==> src/rtl/rr_mux_reg.sv <==
// N_CH-way request merger: round-robin or fixed-priority arbitration feeding a
// one-deep registered output stage with a valid/ready handshake to one consumer.
module rr_mux_reg #(
  parameter int NB        = 32,
  parameter int N_CH      = 4,
  parameter int NB_SELECT = 2,
  parameter int MODE      = 0
) (
  input  logic                 i_clock,
  input  logic                 i_reset,
  input  logic [N_CH-1:0]      i_valid,
  input  logic [N_CH*NB-1:0]   i_data,
  output logic [N_CH-1:0]      o_ready,
  output logic                 o_valid,
  output logic [NB-1:0]        o_data,
  output logic [NB_SELECT-1:0] o_sel,
  input  logic                 i_ready
);

  logic                 valid_q, valid_d;
  logic [NB-1:0]        data_q, data_d;
  logic [NB_SELECT-1:0] sel_q, sel_d;
  logic [NB_SELECT-1:0] ptr_q, ptr_d;

  logic                 load_en;
  logic                 win_found;
  logic [NB_SELECT-1:0] win_idx;
  logic [NB-1:0]        win_data;
  logic [NB_SELECT-1:0] next_ptr;

  assign load_en = !valid_q || i_ready;

  // Fixed priority is the rotating search with its start pinned at channel 0.
  always_comb begin
    int base;
    int idx;
    win_found = 1'b0;
    win_idx   = '0;
    base      = (MODE == 1) ? 0 : int'(ptr_q);
    idx       = 0;
    for (int i = 0; i < N_CH; i++) begin
      idx = base + i;
      if (idx >= N_CH) idx = idx - N_CH;
      if (!win_found && i_valid[idx]) begin
        win_found = 1'b1;
        win_idx   = NB_SELECT'(idx);
      end
    end
  end

  assign win_data = i_data[int'(win_idx)*NB +: NB];
  assign next_ptr = (int'(win_idx) == N_CH - 1) ? '0 : win_idx + NB_SELECT'(1);

  assign o_ready = (load_en && win_found && !i_reset) ? (N_CH'(1) << win_idx) : '0;

  always_comb begin
    valid_d = valid_q;
    data_d  = data_q;
    sel_d   = sel_q;
    ptr_d   = ptr_q;
    if (load_en) begin
      valid_d = win_found;
      if (win_found) begin
        data_d = win_data;
        sel_d  = win_idx;
        if (MODE == 0) ptr_d = next_ptr;
      end
    end
  end

  always_ff @(posedge i_clock) begin
    if (i_reset) begin
      valid_q <= 1'b0;
      data_q  <= '0;
      sel_q   <= '0;
      ptr_q   <= '0;
    end else begin
      valid_q <= valid_d;
      data_q  <= data_d;
      sel_q   <= sel_d;
      ptr_q   <= ptr_d;
    end
  end

  assign o_valid = valid_q;
  assign o_data  = data_q;
  assign o_sel   = sel_q;

endmodule

==> config.mk <==
export PLATFORM = sky130hd
export DESIGN_NAME = rr_mux_reg
export DESIGN_NICKNAME = d
export VERILOG_FILES = /design/src/rtl/rr_mux_reg.sv
export SDC_FILE = /design/constraint.sdc
export NUM_CORES = 1
export LEC_CHECK = 0
export BUFFER_PORTS_ARGS = -buffer_cell sky130_fd_sc_hd__buf_2
export CAP_MARGIN = 20
export CELL_PAD_IN_SITES_DETAIL_PLACEMENT = 1
export CELL_PAD_IN_SITES_GLOBAL_PLACEMENT = 2
export CORE_ASPECT_RATIO = 1.2
export CORE_MARGIN = 2
export CORE_UTILIZATION = 17
export CTS_BUF_LIST = sky130_fd_sc_hd__clkbuf_16
export DETAILED_ROUTE_END_ITERATION = 8
export PLACE_DENSITY = 0.75
export RECOVER_POWER = 50
export SYNTH_ARGS = -nofsm -noshare
export SYNTH_HDL_FRONTEND = slang
export SYNTH_SLANG_ARGS = --single-unit
==> constraint.sdc <==
create_clock -name i_clock -period 1.98 [get_ports i_clock]
set_input_delay 0.099 -clock i_clock [delete_from_list [all_inputs] [get_ports i_clock]]
set_output_delay 0.099 -clock i_clock [all_outputs]
set_load 0.02 [all_outputs]
==> qor.yml <==
cts:
  clockBufferDepth: 2
  cts_hold_buf: 0
  path_clk_slew_ps: 60
  cts_buffers: 5
  root_buffer: "clkbuf_16"
  tritoncts: "yes"
  cts_sinks: 37
  h-tree-depth: 2
  worstSkewPairLatency_ps: 280
global_route:
  groute.usage.overall_pct: 13.00
  grt-ovfl-total: 0
  grt_antenna_before_repair: 0
  grt_pass1_vias: 2587
  grt_pass1_wl_um: 12600
  grt_max_degree: 34
pwr:
  p_leak_nw: 1.496
  power_density_mw_per_mm2: 859.6
  peakVddDrop_v: 0.0003449
setup_path:
  start_kind: "flip-flop"
  crit_chain: "nor2b_2, a21o_1, a211o_4, inv_1, ha_1, and2_1, buf_2"
  crit_path_max_incr_delay_ps: 390
  cp_slowest_cell: "a211o_4"
  required_ps: 1880
  worst-setup-path-type: "flip-flop to output port"
  cp_data_arrival_time_ps: 1810
  cp-end-kind: "output port"
  critPathMaxFanout: 5
placement:
  port_buffers: 173
  dpl.hpwl_um: 6667
  dp_cells: 516
  place_congestion: 0.7140
yosys:
  synthArstFlopShare_pct: 0
  syn_area_per_cell_um2: 10.07
  syn_inst: 196
  yosys_warnings: 0
  synth_nets: 332
  yosysMostFrequentCell: "dfxtp_1"
  yosysUniqueCellTypes: 30
  yosys.area.top_type_share_pct: 37.54
  synthesis.area_mm2: 0.001973
  ys_seq_area_share_pct: 37.54
  yosys-top-cells-area: "dfxtp_1 (38%), a222oi_1 (16%), mux2i_1 (16%)"
  yosys_register_bits: 37
  synth_ff_type: "dfxtp_1"
  yosys-top-cells-count: "dfxtp_1 (37), a222oi_1 (32), mux2i_1 (32)"
  yosysTopAreaCell: "dfxtp_1"
  synth_edf_count: 0
final_layout:
  drive_above_1_share_pct: 45.43
  area_growth_pct: 60.68
  final_net_count: 508
  stdcell_count: 529
  diodes: 0
timing:
  whs_ps: 65.61
  period_needed_ps: 1908
  fin_tns_setup_ps: 0
  slew-limit-headroom_pct: 64.49
  period_share_pct: 96.35
  setup_viol: 0
  finalClockSkew_ps: 4.748
  timing.fmax_ghz: 0.5242
  hold_viol_final: 0
  worst_slew_pin_slew_ps: 532.6
  slew_viol_final: 0
  grt_setup_unrepaired: "yes"
route:
  dr_total_vias: 2405
  dr.max_layer_used: "met4"
  routedWlPerCell_um: 16.29
  dr_wl_met3_um: 549
  drtIter0Drc: 193
  wirelength_um: 8618
  dr.pass1.iters: 8
  route.detailed.drc: 0
  drt-met1-wl_um: 3431
  ant_nets: 0
  met2_length_um: 4552
  via_per_inst: 4.546
worst_hold_path:
  hp-class: "input port to flip-flop"
die:
  io_pins: 174
  coreArea_mm2: 0.01146
  die_y_um: 122.0
  start_util_pct: 17.22
  die-area_mm2: 0.01249
  dieWidth_um: 102.3
  rows: 43
run_status:
  status: "complete, no violations"
run:
  maxCapViolations: 0
## critical path: cells and delay by family, from the launching register on
kind            cells  cell delay (ps)
fa+ha+maj           1              140
simple gates        2              210
flops               1              380
buf+inv             2              240
compound gates      2              570
## metal layers
layer  vias up  track usage, %
met3         7           2.811
met5         -               0
met1      1139           15.31
met4         0           3.667
li1       1149               -
met2       110           23.44
## cell families (layout without fill, tap and decap cells)
group                    after synthesis  in the layout  synth area share [%]
flip-flops                            37             37                 37.54
adder cells (fa/ha/maj)                1              1                0.6340
buffers and inverters                 21            197                 7.546
multiplexers                          32             32                 16.23
AND/OR/NAND/NOR                       23             23                 6.722
AO/OA/AOI/OAI                         82             82                 31.33
## power by group
group | leakage [nW] | switching (mW) | internal (mW)
Sequential | 0.308 | 0.0836 | 0.880
Clock | 0.0711 | 0.313 | 0.457
Combinational | 1.12 | 0.571 | 0.420
## layout by cell type (no fill, tap or decap), drive strengths merged
cell and count:
a211oi 1, buf 151, a21o 2, o32a 2
nor2 4, clkinv 1, a21oi 9, ha 1
or3 2, a211o 1, nand2b 2, nor4 1
inv 4, o21ai 33, clkbuf 41, mux2i 32
nor2b 2, a221oi 1, and2 1, nor3 1
o211ai 1, nand2 10, a222oi 32, dfxtp 37
## sequential cells by signal, summed over array words and instances, names as in the netlist
| signal | flops |
|---|---|
| ptr_q | 2 |
| o_data | 32 |
| o_valid | 1 |
| o_sel | 2 |
## final timing paths
| kind | startpoint | endpoint | slack [ps] | cells past startpoint |
|---|---|---|---|---|
| setup reg to reg | ptr_q[1] | o_data[15] | 170 | 7 |
| hold reg to reg | o_sel[0] | o_sel[0] | 470 | 2 |
| hold / removal | i_data[17] | o_data[17] | 70 | 3 |
| setup / recovery | ptr_q[0] | o_ready[3] | 70 | 7 |
## through the flow
step | util [%] | area [um^2] | total power [mW] | setup WS, ps
final | 27.67 | 3171 | 2.725 | 72.36
after global routing | 27.67 | 3171 | 2.891 | -68.57
after CTS | 27.59 | 3162 | 2.776 | 17.74
after detailed placement | 26.17 | 2999 | 1.977 | 126.6
after global placement | 26.17 | 2999 | 1.950 | 192.3
after floorplan | - | 1973 | 1.582 | 85.53
## cell type report
class,count,area [um^2]
fillers,1393,8289
multi-input cells,138,1097
repair buffers,187,982.2
flip-flops and latches,37,745.7
well taps,157,196.4
clock buffers,5,125.1
clock inverters,2,12.51
inverters,3,11.26
## repair_timing
item                                    in CTS  in global routing
pin swaps                                    1                  2
gates cloned                                 0                  1
gates resized for setup                      2                  3
endpoints found under the setup margin       4                  3
setup buffers                                3                  2
hold endpoints to repair                     0                  0
Note: power is estimated with default switching activity, not from simulation.
